$ cat config.mk
export PLATFORM = sky130hd
export DESIGN_NAME = spi_hdr_bridge_flat
export DESIGN_NICKNAME = d
export VERILOG_FILES = /design/src/rtl/spi_ovr_jtag_pkg.sv /design/src/rtl/spi_hdr_bridge_if.sv /design/src/rtl/spi_hdr_counter.sv /design/src/rtl/spi_hdr_bridge.sv /design/src/flat_wrapper.sv
export SDC_FILE = /design/constraint.sdc
export NUM_CORES = 1
export LEC_CHECK = 0
export BUFFER_PORTS_ARGS = -buffer_cell sky130_fd_sc_hd__buf_2
export CORE_ASPECT_RATIO = 0.9
export CORE_UTILIZATION = 25
export CTS_CLUSTER_DIAMETER = 80
export DETAILED_ROUTE_END_ITERATION = 16
export PLACE_DENSITY = 0.46
export SLEW_MARGIN = 0
export SYNTH_ARGS = -nofsm -noshare
export SYNTH_HDL_FRONTEND = slang
export SYNTH_SLANG_ARGS = --single-unit
$ cat constraint.sdc
create_clock -name clk -period 2.3 [get_ports clk]
set_input_delay 0.345 -clock clk [delete_from_list [all_inputs] [get_ports clk]]
set_output_delay 0.345 -clock clk [all_outputs]
set_load 0.01 [all_outputs]
$ cat src/rtl/spi_ovr_jtag_pkg.sv
// Shared definitions for the JTAG-to-SPI header bridge: FSM state encoding
// and the default header width.
package spi_ovr_jtag_pkg;

    localparam int HDR_W_DEFAULT = 16;

    typedef enum logic [1:0] {
        ST_IDLE,
        ST_HDR,
        ST_XFER,
        ST_DONE
    } state_e;

endpackage

$ cat src/rtl/spi_hdr_bridge_if.sv
// JTAG user-register strobes from the TAP side and the flash SPI pins,
// bundled between the BSCAN/STARTUP wrapper and the bridge.
interface spi_hdr_bridge_if;

    logic jtag_sel;
    logic jtag_capture;
    logic jtag_shift;
    logic jtag_update;
    logic jtag_tdi;
    logic jtag_tdo;
    logic spi_csn;
    logic spi_sck_en;
    logic spi_mosi;
    logic spi_miso;
    logic busy;
    logic abort_err;

    modport slave (
        input  jtag_sel, jtag_capture, jtag_shift, jtag_update, jtag_tdi, spi_miso,
        output jtag_tdo, spi_csn, spi_sck_en, spi_mosi, busy, abort_err
    );

    modport master (
        output jtag_sel, jtag_capture, jtag_shift, jtag_update, jtag_tdi, spi_miso,
        input  jtag_tdo, spi_csn, spi_sck_en, spi_mosi, busy, abort_err
    );

endinterface

$ cat src/rtl/spi_hdr_counter.sv
// Loadable payload bit down-counter; saturates at zero instead of wrapping.
module spi_hdr_counter #(
    parameter int W = 16
) (
    input  logic         clk,
    input  logic         rst_n,
    input  logic         clr,
    input  logic         load,
    input  logic [W-1:0] load_val,
    input  logic         dec,
    output logic [W-1:0] count,
    output logic         is_zero
);

    assign is_zero = (count == '0);

    // NOTE: sequential state uses non-blocking assignments so every flop
    // samples pre-edge values regardless of process evaluation order.
    always_ff @(posedge clk or negedge rst_n) begin
        if (!rst_n) begin
            count <= '0;
        end else if (clr) begin
            count <= '0;
        end else if (load) begin
            count <= load_val;
        end else if (dec && !is_zero) begin
            count <= count - W'(1);
        end
    end

endmodule

$ cat src/rtl/spi_hdr_bridge.sv
// JTAG USER-register to SPI flash bridge: an HDR_W-bit LSB-first length header
// is shifted in, then exactly that many scan bits are passed through to the flash.
module spi_hdr_bridge
    import spi_ovr_jtag_pkg::*;
#(
    parameter int HDR_W = HDR_W_DEFAULT
) (
    input  logic             clk,
    input  logic             rst_n,
    spi_hdr_bridge_if.slave  bus
);

    localparam int HC_W = $clog2(HDR_W + 1);

    state_e            state_q, state_d;
    logic [HDR_W-1:0]  hdr_q, hdr_shifted, cnt;
    logic [HC_W-1:0]   hdr_cnt_q;
    logic              cnt_zero, cnt_one, hdr_last;
    logic              cap, upd, sh;

    // Capture outranks update, which outranks shift; nothing acts without jtag_sel.
    assign cap = bus.jtag_sel & bus.jtag_capture;
    assign upd = bus.jtag_sel & bus.jtag_update & ~cap;
    assign sh  = bus.jtag_sel & bus.jtag_shift & ~cap & ~upd;

    assign hdr_shifted = {bus.jtag_tdi, hdr_q[HDR_W-1:1]};
    assign hdr_last    = (hdr_cnt_q == HC_W'(HDR_W - 1));
    assign cnt_one     = (cnt == HDR_W'(1));

    spi_hdr_counter #(.W(HDR_W)) u_counter (
        .clk      (clk),
        .rst_n    (rst_n),
        .clr      (cap),
        .load     (sh && state_q == ST_HDR && hdr_last),
        .load_val (hdr_shifted),
        .dec      (sh && state_q == ST_XFER),
        .count    (cnt),
        .is_zero  (cnt_zero)
    );

    always_ff @(posedge clk or negedge rst_n) begin
        if (!rst_n) state_q <= ST_IDLE;
        else        state_q <= state_d;
    end

    // NOTE: every always_comb output gets a default first so no path leaves it
    // unassigned, which would otherwise infer a latch.
    always_comb begin
        state_d = state_q;
        if (cap) begin
            state_d = ST_HDR;
        end else if (upd) begin
            state_d = ST_IDLE;
        end else if (sh) begin
            case (state_q)
                ST_HDR:  if (hdr_last) state_d = (hdr_shifted == '0) ? ST_DONE : ST_XFER;
                ST_XFER: if (cnt_one)  state_d = ST_DONE;
                default: state_d = state_q;
            endcase
        end
    end

    always_comb begin
        bus.busy       = (state_q == ST_HDR) || (state_q == ST_XFER);
        bus.spi_sck_en = 1'b0;
        bus.spi_mosi   = 1'b1;
        bus.jtag_tdo   = 1'b0;
        if (state_q == ST_XFER) begin
            bus.spi_sck_en = bus.jtag_sel & bus.jtag_shift;
            bus.spi_mosi   = bus.jtag_tdi;
            bus.jtag_tdo   = bus.spi_miso;
        end
    end

    always_ff @(posedge clk or negedge rst_n) begin
        if (!rst_n) begin
            hdr_q     <= '0;
            hdr_cnt_q <= '0;
        end else if (cap) begin
            hdr_q     <= '0;
            hdr_cnt_q <= '0;
        end else if (sh && state_q == ST_HDR) begin
            hdr_q     <= hdr_shifted;
            hdr_cnt_q <= hdr_cnt_q + HC_W'(1);
        end
    end

    // Chip select drops on the header-completing edge so the very next shift is payload.
    always_ff @(posedge clk or negedge rst_n) begin
        if (!rst_n) begin
            bus.spi_csn   <= 1'b1;
            bus.abort_err <= 1'b0;
        end else if (cap) begin
            bus.spi_csn   <= 1'b1;
            bus.abort_err <= 1'b0;
        end else if (upd) begin
            if (state_q == ST_XFER) begin
                bus.spi_csn <= 1'b1;
                if (!cnt_zero) bus.abort_err <= 1'b1;
            end
        end else if (sh) begin
            if (state_q == ST_HDR && hdr_last && hdr_shifted != '0) bus.spi_csn <= 1'b0;
            if (state_q == ST_XFER && cnt_one)                     bus.spi_csn <= 1'b1;
        end
    end

endmodule

$ cat src/flat_wrapper.sv
// flat-port wrapper written by rule: the top's interface ports become plain ports
module spi_hdr_bridge_flat import spi_ovr_jtag_pkg::*;
#(
    parameter int HDR_W = HDR_W_DEFAULT
)
  (clk, rst_n, bus_jtag_sel, bus_jtag_capture, bus_jtag_shift, bus_jtag_update, bus_jtag_tdi, bus_spi_miso, bus_jtag_tdo, bus_spi_csn, bus_spi_sck_en, bus_spi_mosi, bus_busy, bus_abort_err);
  spi_hdr_bridge_if bus_i ();
  input  logic clk;
  input  logic rst_n;
  input wire logic [$bits(bus_i.jtag_sel)-1:0] bus_jtag_sel;
  input wire logic [$bits(bus_i.jtag_capture)-1:0] bus_jtag_capture;
  input wire logic [$bits(bus_i.jtag_shift)-1:0] bus_jtag_shift;
  input wire logic [$bits(bus_i.jtag_update)-1:0] bus_jtag_update;
  input wire logic [$bits(bus_i.jtag_tdi)-1:0] bus_jtag_tdi;
  input wire logic [$bits(bus_i.spi_miso)-1:0] bus_spi_miso;
  output wire logic [$bits(bus_i.jtag_tdo)-1:0] bus_jtag_tdo;
  output wire logic [$bits(bus_i.spi_csn)-1:0] bus_spi_csn;
  output wire logic [$bits(bus_i.spi_sck_en)-1:0] bus_spi_sck_en;
  output wire logic [$bits(bus_i.spi_mosi)-1:0] bus_spi_mosi;
  output wire logic [$bits(bus_i.busy)-1:0] bus_busy;
  output wire logic [$bits(bus_i.abort_err)-1:0] bus_abort_err;
  assign bus_i.jtag_sel = bus_jtag_sel;
  assign bus_i.jtag_capture = bus_jtag_capture;
  assign bus_i.jtag_shift = bus_jtag_shift;
  assign bus_i.jtag_update = bus_jtag_update;
  assign bus_i.jtag_tdi = bus_jtag_tdi;
  assign bus_i.spi_miso = bus_spi_miso;
  assign bus_jtag_tdo = bus_i.jtag_tdo;
  assign bus_spi_csn = bus_i.spi_csn;
  assign bus_spi_sck_en = bus_i.spi_sck_en;
  assign bus_spi_mosi = bus_i.spi_mosi;
  assign bus_busy = bus_i.busy;
  assign bus_abort_err = bus_i.abort_err;
  spi_hdr_bridge #(.HDR_W(HDR_W)) u_core (.clk(clk), .rst_n(rst_n), .bus(bus_i));
endmodule
### Word-level counts from Yosys, hierarchy flattened

Index checks and enable logic that the tools add are counted.

* register bits: 41
* input port bits: 8
* output and inout bits: 6
* logic and storage cells: 73

* add/subtract/negate cells: 2
* equality and inequality tests: 8
* mux-type cells: 27
* bitwise operators: 8
* reductions and logical operators: 22

Operator list (number)
* two-way mux 16 bit: 5
* logical NOT 16 bit: 2
* == test 16 x 1 -> 1 bit, second input constant: 1
* nonzero test 16 bit: 1
* subtractor 16 x 1 -> 16 bit, second input constant: 1
* two-way mux 1 bit: 14
* two-way mux 2 bit: 5
* two-way mux 5 bit: 2
* != test 4 x 1 -> 1 bit, second input constant: 2
* nonzero test 4 bit: 2
* logical AND 1 bit: 7
* bitwise AND 1 bit: 6
* AND reduction 3 bit: 2
* nonzero test 2 bit: 3
* nonzero test 3 bit: 2
* adder 5 x 1 -> 5 bit, second input constant: 1
* == test 5 x 4 -> 1 bit, second input constant: 1
* case mux 2 bit (2 select lines): 1
* AND reduction 4 bit: 1
* != test 3 x 2 -> 1 bit, second input constant: 1
* == test 2 x 1 -> 1 bit, second input constant: 1
* == test 2 bit, second input constant: 1
* != test 2 bit, second input constant: 1
* inverter 1 bit: 2
* 2 further kinds: 2

### Logic depth before layout (Yosys ltp)

Gate-level depths: netlist (run 1).

* depth in word-level cells: 10
* mapped depth: 8
* gate-level depth less buffers: 8

### Hierarchy

Synthesis (run 1) repeated with hierarchy kept, for this count alone.

* cell total of the unflattened synthesis: 262
* area total of the unflattened synthesis: 2376.0 sq um

By module, submodules not included
* spi_hdr_bridge: times used 1, cells an instance 138, area an instance 1303.8 sq um, seq. area each 601.8 sq um
* spi_hdr_counter: times used 1, cells an instance 124, area an instance 1072.3 sq um, seq. area each 400.4 sq um

### Least setup slack after synthesis (run 1)

Ideal clock, no wire load.

* path kind: register to register
* start point: register u_core.u_counter.count[0]
* end point: register u_core.u_counter.count[10]
* library setup time: 0.082 ns
* data arrival time: 1.838 ns
* required time: 2.218 ns
* setup slack: 0.380 ns
* stages on the path, launching flop included: 7
* path buffers: 0
* period minus slack after synthesis: 1.920 ns
* cell sequence: dfrtp_1 > inv_1 > ha_1 > nor3b_1 > nand3_2 > or4_1 > a31oi_1

* word-level cells in the longest chain between the ends: 4
* elaborated cells between the ends (all ways): 8
* those cells by class: add/sub (1); mux (3); reduce/logical (4)

RTL lines
* start: declaration: RTL line spi_hdr_counter.sv:11 `output logic [W-1:0] count,`
* start signal: assignment: RTL line spi_hdr_counter.sv:25 `count <= load_val;`
* start signal: assignment: RTL line spi_hdr_counter.sv:27 `count <= count - W'(1);`
* subtractor 16 x 1 -> 16 bit / logical NOT 16 bit (equally long branches): RTL line spi_hdr_counter.sv:27, spi_hdr_counter.sv:15
* two-way mux 16 bit / logical NOT 1 bit (equally long branches)
* two-way mux 16 bit / logical AND 1 bit (equally long branches): RTL line spi_hdr_counter.sv:24, spi_hdr_counter.sv:26
* two-way mux 16 bit / nonzero test 3 bit (equally long branches)

Parallel ways exist; a longest one is shown, timed or not. The select of a mux whose other input is x is not followed.
A chain may end at the register's enable or synchronous reset.

### Worst setup path in the final report (run 1)

* start point: register u_core.u_counter.count[1]
* end point: register u_core.u_counter.count[10]

The elaborated chain is that of the path after synthesis.

==> results.toml, run 1 <==
[route]
drt-total-wl_um = 5440
initialDrtViolationCount = 53
ant_nets = 0
vias = 1875
firstDrtPassIters = 5
via_per_inst = 4.81
drc_errors = 0
wl_per_cell_um = 13.9

[clock_network]
insertion_delay_ns = 0.30
ctsRootBufferMaster = "clkbuf_8"
cts_tree = "built"
clock-sinks = 40
path_clk_slew_ns = 0.09
postCtsHoldBufs = 0
htreeDepth = 2
cts_made_buffers = 5
clk_path_buf_depth = 2

[worst_setup_path]
rrSetupSlack_ns = 0.30
cp-start-kind = "flip-flop"
path_max_fanout = 17
critPathMaxStageDelay_ns = 0.42
path_class = "reg2reg"
worstReg2RegStart = "u_core.u_counter.count[1]"
cp-end-kind = "flip-flop"
arrival_ns = 2.23
startpoint = "u_core.u_counter.count[1]"
cp.required_ns = 2.53
path_buf_inv = 2
r2r_cells = 8
slowest_stage = "dfrtp_1"
crit_chain = "inv_1 -> ha_1 -> nor3b_2 -> nand3_2 -> o21bai_4 -> buf_12 -> or4_1 -> a31oi_1"
r2r_end = "u_core.u_counter.count[10]"
path_delay_family = "simple AND/OR/NAND/NOR gates"

[synth]
syn_inst = 252
ys_warn_count = 0
synth-seq-area-share_pct = 44.3
synth_cell_type_count = 48
synth_edf_count = 0
synth_fp_nets = 266
ys_seq_elements = 40
syn_area_sq_mm = 0.00226
avgSynthCellArea_sq_um = 8.97
synth-main-ff-cell = "dfrtp_1"
async_flop_share_pct = 100

[sta]
worst_slack_ns = 0.300
fmax_mhz = 500
max_slew_margin_pct = 46.5
hold_viol_final = 0
setup_viol = 0
tns_ns = 0
tightest_slew_ns = 0.800
rsz0062_at_grt = "false"
fin_crit_ns = 2.00
worst_hold_slack_ns = 0.109
drv_slew = 0
skew_ns = 0.0100
fin_crit_sh_pct = 87.0

[placement]
portBuffers = 13
place.gp.congestion = 0.772
postPlaceCellArea_sq_mm = 0.00249
hpwl_um = 3860
pre_cts_ws_ns = 0.141

[global_route]
grt_pass1_vias = 1863
grt_usage_pct = 13.0
grt_pass1_wl_um = 9260
grt_start_max_net_pins = 41
antenna_found_initial = 0
gr-total-overflow = 0

[floorplanning]
die_y_um = 92.2
dieArea_sq_mm = 0.00943
ioPinCount = 14
die_w_um = 102
core_area_sq_mm = 0.00869
rows = 32
initial_core_util_pct = 26.0

[pwr]
swShare_pct = 25.5
power_frac_seq_pct = 54.2
p_clk_share_pct = 38.7
p_int_mw = 0.983
comb_power_share_pct = 7.0
power_density_mw_per_mm2 = 505
power.switching_mw = 0.336
ir_worst_vdd_uv = 203
p_leak_nw = 1.14

[flow_run]
cap_violations = 0

[final_layout]
drive_gt1_share_pct = 17.3
nNetsFinal = 284
synthToLayoutAreaGrowth_pct = 15.4
mostFrequentLayoutCell = "nand2_1"
design_area_sq_mm = 0.00261
antenna_cells = 0
layout_common_cells = "nand2_1 (53), dfrtp_1 (39), o21ai_0 (21), nor2_1 (15), buf_2 (13)"

[status]
outcome = "finished clean"

[hold_path]
hold_path_class = "in2async"
[per-layer routing]
metal  GRT usage [%]  share of wire [%]  up-vias
met5               0                  0        -
met3            2.74                2.7        6
li1                -                  -      945
met1            17.0                 50      890
met4            5.36                1.7        0
met2            20.4                 46       34
[power by group through the flow]
stage          Clock (mW)  Sequential (mW)  Combinational [mW]
2_1_floorplan           0            0.728              0.0463
3_3_place_gp            0            0.729              0.0948
3_5_place_dp            0            0.729              0.0957
4_1_cts             0.534            0.715              0.0962
5_1_grt             0.564            0.716               0.108
6_report            0.510            0.715              0.0929
[worst reg2reg max path: stages, from the launching register on]
cell,delay (ns)
dfrtp_1,0.42
inv_1,0.08
ha_1,0.22
nor3b_2,0.18
nand3_2,0.22
o21bai_4,0.11
buf_12,0.15
or4_1,0.40
a31oi_1,0.17
[repair_timing]
item,4_1_cts,5_1_grt
endpoints found under the setup margin,0,6
gates resized for setup,0,1
setup buffers,0,1
[per-stage QoR]
stage | total power [mW] | std cells | utilization, %
6_report | 1.32 | 390 | 30.0
5_1_grt | 1.39 | 390 | 30.0
4_1_cts | 1.35 | 389 | 29.8
3_5_place_dp | 0.825 | 381 | 28.6
3_3_place_gp | 0.824 | 381 | 28.6
2_1_floorplan | 0.774 | 252 | -
[cells in the mapped netlist, drive strengths merged, types with 2 or more instances]
master / n / area [sq um]
o21ai: 21 / 105
nand2b: 2 / 12.5
o2111ai: 3 / 43.8
nand2: 53 / 199
nor3: 4 / 25.0
o31ai: 2 / 15.0
o211ai: 4 / 30.0
a21oi: 4 / 20.0
or3: 5 / 31.3
xor2: 3 / 26.3
nand3: 11 / 60.1
o221ai: 2 / 17.5
buf: 4 / 28.8
or2: 2 / 12.5
clkbuf: 9 / 33.8
o311ai: 7 / 61.3
or4: 3 / 22.5
inv: 8 / 30.0
and3: 3 / 25.0
nor2: 15 / 56.3
nor4: 9 / 77.6
a31oi: 5 / 31.3
nor3b: 2 / 15.0
nand4: 7 / 43.8
xnor2: 3 / 26.3
ha: 6 / 75.1
and2: 6 / 40.0
dfrtp: 39 / 976
[sequential cells by signal (all words and copies together), names as in the netlist]
name and flops:
u_core.u_counter.count 16, u_core.hdr_q 15, u_core.hdr_cnt_q 5, u_core.state_q 2
u_core.bus.abort_err 1, u_core.bus.spi_csn 1
[kinds of logic (layout without fill, tap and decap cells)]
family / after synthesis / after routing / share of synthesized area [%]
simple gates: 127 / 127 / 29.7
compound gates: 52 / 52 / 16.3
flops: 40 / 40 / 44.3
buf+inv: 21 / 40 / 4.10
fa+ha+maj: 6 / 6 / 3.32
xor+xnor: 6 / 6 / 2.32
[worst max path at each step]
stage               depth (start not counted)                         end
detailed placement                          7  u_core.u_counter.count[10]
finish                                      8  u_core.u_counter.count[10]
global placement                            7  u_core.u_counter.count[12]
floorplan                                   6  u_core.u_counter.count[10]
CTS                                         7  u_core.u_counter.count[10]
global route                                7  u_core.u_counter.count[11]
[area by class of cell]
cell class | instances | area [sq um]
Inverter | 8 | 30.0
Clock inverter | 2 | 15.0
Fill cell | 938 | 6080
Multi-Input combinational cell | 191 | 1170
Clock buffer | 6 | 82.6
Tap cell | 119 | 149
Timing Repair Buffer | 24 | 160
Sequential cell | 40 | 1000
(Power assumes the default switching activity.)
==> run 2: changes to the inputs <==
--- a/config.mk
+++ b/config.mk
@@ -5,12 +5,13 @@
 export SDC_FILE = /design/constraint.sdc
 export NUM_CORES = 1
 export LEC_CHECK = 0
+export ABC_AREA = 1
 export BUFFER_PORTS_ARGS = -buffer_cell sky130_fd_sc_hd__buf_2
 export CORE_ASPECT_RATIO = 0.9
 export CORE_UTILIZATION = 25
 export CTS_CLUSTER_DIAMETER = 80
 export DETAILED_ROUTE_END_ITERATION = 16
-export PLACE_DENSITY = 0.46
+export PLACE_DENSITY = 0.45
 export SLEW_MARGIN = 0
 export SYNTH_ARGS = -nofsm -noshare
 export SYNTH_HDL_FRONTEND = slang
==> run 2 against run 1 <==
Sequential power up 0.7%. Final area up 12%. Setup slack better by 0.067 ns. Maximum frequency up 3.5%. Global-route usage up 0.42 points. Power up 27%. Critical path type unchanged. Highest routed layer unchanged.
==> results.toml, run 2 <==
[route]
drc_errors = 0
initialDrtViolationCount = 105
via_per_inst = 4.61
firstDrtPassIters = 4
wl_per_cell_um = 13.0
ant_nets = 0
vias = 2243
drt-total-wl_um = 6330

[global_route]
grt_start_max_net_pins = 22
grt_usage_pct = 13.4
grt_pass1_vias = 2184
gr-total-overflow = 0
grt_pass1_wl_um = 11000
antenna_found_initial = 0

[synth]
synth_cell_type_count = 29
synth_compound_area_share_pct = 10.3
synthAdderAreaFrac_pct = 2.94
synth-main-ff-cell = "dfrtp_1"
yosys.area_share.simple_pct = 36.8
avgSynthCellArea_sq_um = 7.43
ys_seq_elements = 40
ys_warn_count = 0
synth_fp_nets = 357
netlist_top_cells_count = "nand2_1 (84), inv_1 (45), nand3_1 (45)"
synth_area_leaders = "dfrtp_1 (38%), nand2_1 (12%), nand3_1 (8.8%), inv_1 (6.6%), o21ai_0 (5.1%)"
synth.top_cell.area_share_pct = 38.3
syn_area_sq_mm = 0.00255
synth-seq-area-share_pct = 39.3
synthMuxAreaShare_pct = 0
yosysMostFrequentCell = "nand2_1"
synth_top_cell_by_area = "dfrtp_1"
syn_inst = 343
synth_edf_count = 0
async_flop_share_pct = 100
synth_xor_area_share_pct = 0.687
synth_top_family_by_area = "simple AND/OR/NAND/NOR gates"

[placement]
dp_cells = 478
place.gp.congestion = 0.787
portBuffers = 13
hpwl_um = 4770

[worst_setup_path]
slowest_stage = "dfrtp_1"
arrival_ns = 2.10
critPathMaxStageDelay_ns = 0.40
cpMostUsedCell = "nand2_1"
crit_chain = "ha_1 -> nand2_1 -> nor2_1 -> ha_1 -> nand2_1 -> inv_1 -> nand2_4 -> buf_4 -> nand2_4 -> nand2_1 -> o21ai_0"
path_max_fanout = 16
cp-start-kind = "flip-flop"
path_buf_inv = 2
cp-end-kind = "flip-flop"
path_class = "reg2reg"
cp.required_ns = 2.47
path_delay_family = "simple AND/OR/NAND/NOR gates"

[final_layout]
largest_reg_flops = 16
nNetsFinal = 374
instances_no_fill = 487
antenna_cells = 0
finalCoreUtilization_pct = 29.8
top_register = "u_core.u_counter.count"
mostFrequentLayoutCell = "nand2_1"
synthToLayoutAreaGrowth_pct = 14.5
layout_common_cells = "nand2_1 (84), inv_1 (45), nand3_1 (45), dfrtp_1 (39), nor2_1 (29)"
drive_gt1_share_pct = 14.7
largest_registers = "u_core.u_counter.count x16, u_core.hdr_q x15, u_core.hdr_cnt_q x5"

[clock_network]
postCtsResizedCells = 0
postCtsSetupBuffers = 0
insertion_delay_ns = 0.29
ctsRootBufferMaster = "clkbuf_16"
clock-sinks = 40
cts_tree = "built"
htreeDepth = 2
cts_made_buffers = 5
path_clk_slew_ns = 0.06
clk_path_buf_depth = 2
postCtsHoldBufs = 1

[pwr]
power_density_mw_per_mm2 = 572
p_leak_nw = 1.49
ir_worst_vdd_uv = 256

[sta]
setup_viol = 0
fin_crit_ns = 1.93
drv_slew = 0
fmax_mhz = 517
fin_crit_sh_pct = 84.1
tightest_slew_ns = 0.378
hold_viol_final = 0
tns_ns = 0
rsz0062_at_grt = "false"
max_slew_margin_pct = 74.7
skew_ns = 0.00291

[floorplanning]
core_area_sq_mm = 0.00978
die_w_um = 108
ioPinCount = 14
dieArea_sq_mm = 0.0106
die_y_um = 97.8
rows = 34
initial_core_util_pct = 26.1

[hold_path]
hold_path_class = "in2async"

[flow_run]
cap_violations = 0

[status]
outcome = "finished clean"
[run 2: final timing paths]
kind | from | to | slack, ns | cells past startpoint
min in group clk | bus_jtag_tdi | u_core.hdr_q[15] | 0.45 | 3
min | rst_n | u_core.u_counter.count[6] | 0.39 | 2
max | u_core.hdr_cnt_q[0] | u_core.u_counter.count[6] | 0.37 | 11
max reg2reg | u_core.hdr_cnt_q[0] | u_core.u_counter.count[6] | 0.37 | 11
max in group asynchronous | rst_n | u_core.bus.spi_csn | 1.41 | 3
min reg2reg | u_core.hdr_cnt_q[3] | u_core.hdr_cnt_q[3] | 0.47 | 1
[run 2: final cells by class]
type / instances / area, sq um
Tap cell: 126 / 158
Clock inverter: 3 / 47.5
Inverter: 48 / 180
Timing Repair Buffer: 19 / 113
Multi-Input combinational cell: 246 / 1290
Sequential cell: 40 / 1000
Fill cell: 1081 / 6860
Clock buffer: 5 / 125
[run 2: kinds of logic (layout without fill, tap and decap cells)]
logic type      Yosys count  after routing
buf+inv                  57             75
simple gates            189            189
xor+xnor                  2              2
flops                    40             40
compound gates           49             49
fa+ha+maj                 6              6
[run 2: worst register-to-register path, stage by stage (launching register included)]
cell,delay [ns]
dfrtp_1,0.40
ha_1,0.21
nand2_1,0.08
nor2_1,0.04
ha_1,0.18
nand2_1,0.07
inv_1,0.06
nand2_4,0.18
buf_4,0.23
nand2_4,0.17
nand2_1,0.11
o21ai_0,0.09
[run 2: metrics by stage]
stage | total power [mW] | hold slack [ns] | setup WS [ns] | instance area, sq um
floorplan | 0.802 | 0.0494 | 0.655 | 2550
global placement | 0.856 | 0.171 | 0.410 | 2740
detailed placement | 0.856 | 0.171 | 0.370 | 2740
CTS | 1.70 | 0.402 | 0.374 | 2920
global route | 1.75 | 0.414 | 0.141 | 2920
finish | 1.67 | 0.393 | 0.367 | 2920
[run 2: routing by layer]
metal  routed length, um  up-vias  global-route usage, %
met3                 263        4                   2.40
met4                  34        0                   3.43
met1                3310     1067                   20.6
met2                2730       33                   19.0
li1                    -     1139                      -
met5                   0        -                      0
[run 2: where the power goes]
part / switching, mW / internal (mW) / total (mW)
logic: 0.0822 / 0.0379 / 0.120
clock network: 0.316 / 0.516 / 0.832
registers: 0.00655 / 0.713 / 0.720
==> run 3: changes to the inputs <==
--- a/config.mk
+++ b/config.mk
@@ -11,7 +11,7 @@
 export CORE_UTILIZATION = 25
 export CTS_CLUSTER_DIAMETER = 80
 export DETAILED_ROUTE_END_ITERATION = 16
-export PLACE_DENSITY = 0.45
+export PLACE_DENSITY = 0.47
 export SLEW_MARGIN = 0
 export SYNTH_ARGS = -nofsm -noshare
 export SYNTH_HDL_FRONTEND = slang
==> constraint.sdc (replaced) <==
create_clock -name clk -period 1.7 [get_ports clk]
set_input_delay 0.255 -clock clk [delete_from_list [all_inputs] [get_ports clk]]
set_output_delay 0.255 -clock clk [all_outputs]
set_load 0.01 [all_outputs]
==> run 3 against run 2 <==
Flip-flop and latch count did not move. Count of clock-buffer cells in the layout up 1. Setup slack worse by 0.41 ns. Sequential share of layout area fell by 2.7 points. Clock skew up 0.0041 ns. Critical path depth rose by 2. Final area increased by 8.5%. Largest power group unchanged. Final cell count rose by 3.3%. Highest routed layer unchanged. Non-clock buffer count up 16. The flow now finishes with violations (setup timing). Sequential power up 35%.
==> results.toml, run 3 (synthesis results as in run 2) <==
[final_layout]
drive_gt1_share_pct = 22.5
nNetsFinal = 390
largest_registers = "u_core.u_counter.count x16, u_core.hdr_q x15, u_core.hdr_cnt_q x5"
mostFrequentLayoutCell = "nand2_1"
largest_reg_flops = 16
layout_common_cells = "nand2_1 (79), inv_1 (43), nand3_1 (41), dfrtp_1 (39), nor2_1 (28)"
antenna_cells = 0
num-fill-cells = 1047
design_area_sq_mm = 0.00317
synthToLayoutAreaGrowth_pct = 24.3
top_register = "u_core.u_counter.count"

[global_route]
grt_pass1_vias = 2233
grt-busiest-layer = "met1"
grt_pass1_wl_um = 11100
gr-total-overflow = 0
met1_usage_pct = 20.0
grt_util_met2_pct = 19.6
antenna_found_initial = 0
grt_usage_pct = 13.3
use_met3_pct = 2.27
grt_start_max_net_pins = 19

[pwr]
p_leak_nw = 1.61
power.total_mw = 2.37
ir_worst_vdd_uv = 504
power_density_mw_per_mm2 = 748

[placement]
portBuffers = 13
postPlaceCellArea_sq_mm = 0.00289
place.gp.congestion = 0.796
hpwl_um = 4840
pre_cts_ws_ns = -0.0647

[clock_network]
htreeDepth = 2
cts_made_buffers = 5
clock-sinks = 40
path_clk_slew_ns = 0.06
ctsRootBufferMaster = "clkbuf_16"
insertion_delay_ns = 0.28
clk_path_buf_depth = 2
cts_tree = "built"

[worst_setup_path]
r2r_cells = 13
path_class = "reg2reg"
cp.required_ns = 1.87
cp-start-kind = "flip-flop"
cp-end-kind = "flip-flop"
path_max_fanout = 7
arrival_ns = 1.90

[route]
drt-total-wl_um = 6620
vias = 2280
wl_per_cell_um = 13.2
drc_errors = 0
initialDrtViolationCount = 119
via_per_inst = 4.53
ant_nets = 0
firstDrtPassIters = 4

[status]
outcome = "finished, violations left"
violations = "setup timing"

[sta]
fin_crit_sh_pct = 102
drv_slew = 0
skew_ns = 0.00700
setup_viol = 4
hold_viol_final = 0
tightest_slew_ns = 0.395
worst_slack_ns = -0.0387
max_slew_margin_pct = 73.6
fin_crit_ns = 1.74
fmax_mhz = 575
rsz0062_at_grt = "true"

[floorplanning]
initial_core_util_pct = 26.1
rows = 34
dieArea_sq_mm = 0.0106
die_w_um = 108
ioPinCount = 14
die_y_um = 97.8
core_area_sq_mm = 0.00978

[hold_path]
hold_path_class = "in2async"

[flow_run]
cap_violations = 0
[run 3: final timing paths]
check,slack (ns),to,from
max,-0.04,u_core.u_counter.count[2],u_core.hdr_cnt_q[1]
min,0.33,u_core.state_q[0],rst_n
max reg2reg,-0.04,u_core.u_counter.count[2],u_core.hdr_cnt_q[1]
min reg2reg,0.46,u_core.hdr_cnt_q[3],u_core.hdr_cnt_q[3]
max in group asynchronous,0.87,u_core.u_counter.count[9],rst_n
min in group clk,0.36,u_core.hdr_q[15],bus_jtag_tdi
[run 3: per-stage QoR]
stage | setup TNS [ns] | cells | util [%] | hold slack, ns
after floorplan | 0 | 343 | - | -0.0406
after global routing | -1.71 | 503 | 32.4 | 0.345
final | -0.0699 | 503 | 32.4 | 0.329
after detailed placement | -0.299 | 493 | 29.5 | 0.0907
after global placement | -0.269 | 493 | 29.5 | 0.0894
after CTS | -0.000374 | 502 | 31.7 | 0.325
[run 3: metal layers]
| metal | wire length [um] | vias to the layer above |
|---|---|---|
| met4 | 34 | 0 |
| li1 | - | 1178 |
| met3 | 140 | 4 |
| met5 | 0 | - |
| met2 | 2890 | 21 |
| met1 | 3550 | 1077 |
[run 3: repair_timing]
| item | in CTS | in global routing |
|---|---|---|
| hold endpoints to repair | 4 | 0 |
| pin swaps | 0 | 5 |
| hold buffers | 1 | 0 |
| resized for setup | 5 | 18 |
| gates cloned | 0 | 1 |
| buffers inserted | 0 | 0 |
| setup endpoints to repair | 16 | 16 |
[run 3: where the power goes]
group | internal [mW] | total (mW) | switching (mW)
sequential | 0.965 | 0.973 | 0.00798
combinational | 0.0578 | 0.176 | 0.118
clock | 0.842 | 1.22 | 0.380
total | 1.87 | 2.37 | 0.505
[run 3: worst max-delay path, stage by stage, from the launching register on]
cell and delay [ns]:
dfrtp_1 0.36, ha_2 0.19, nand2_2 0.06, nor2_2 0.11
ha_2 0.18, nand2_2 0.05, inv_2 0.07, nand2_4 0.08
buf_12 0.16, buf_12 0.13, nand2_2 0.04, o21ai_1 0.06
nand2_1 0.07, o21ai_1 0.06
[run 3: cell type report]
cell class	instances	area, sq um	share of cell area [%]
well taps	126	158	4.97
flip-flops and latches	40	1000	31.6
multi-input cells	246	1350	42.6
clock buffers	6	129	4.07
inverters	48	181	5.72
clock inverters	2	60.1	1.89
repair buffers	35	288	9.08
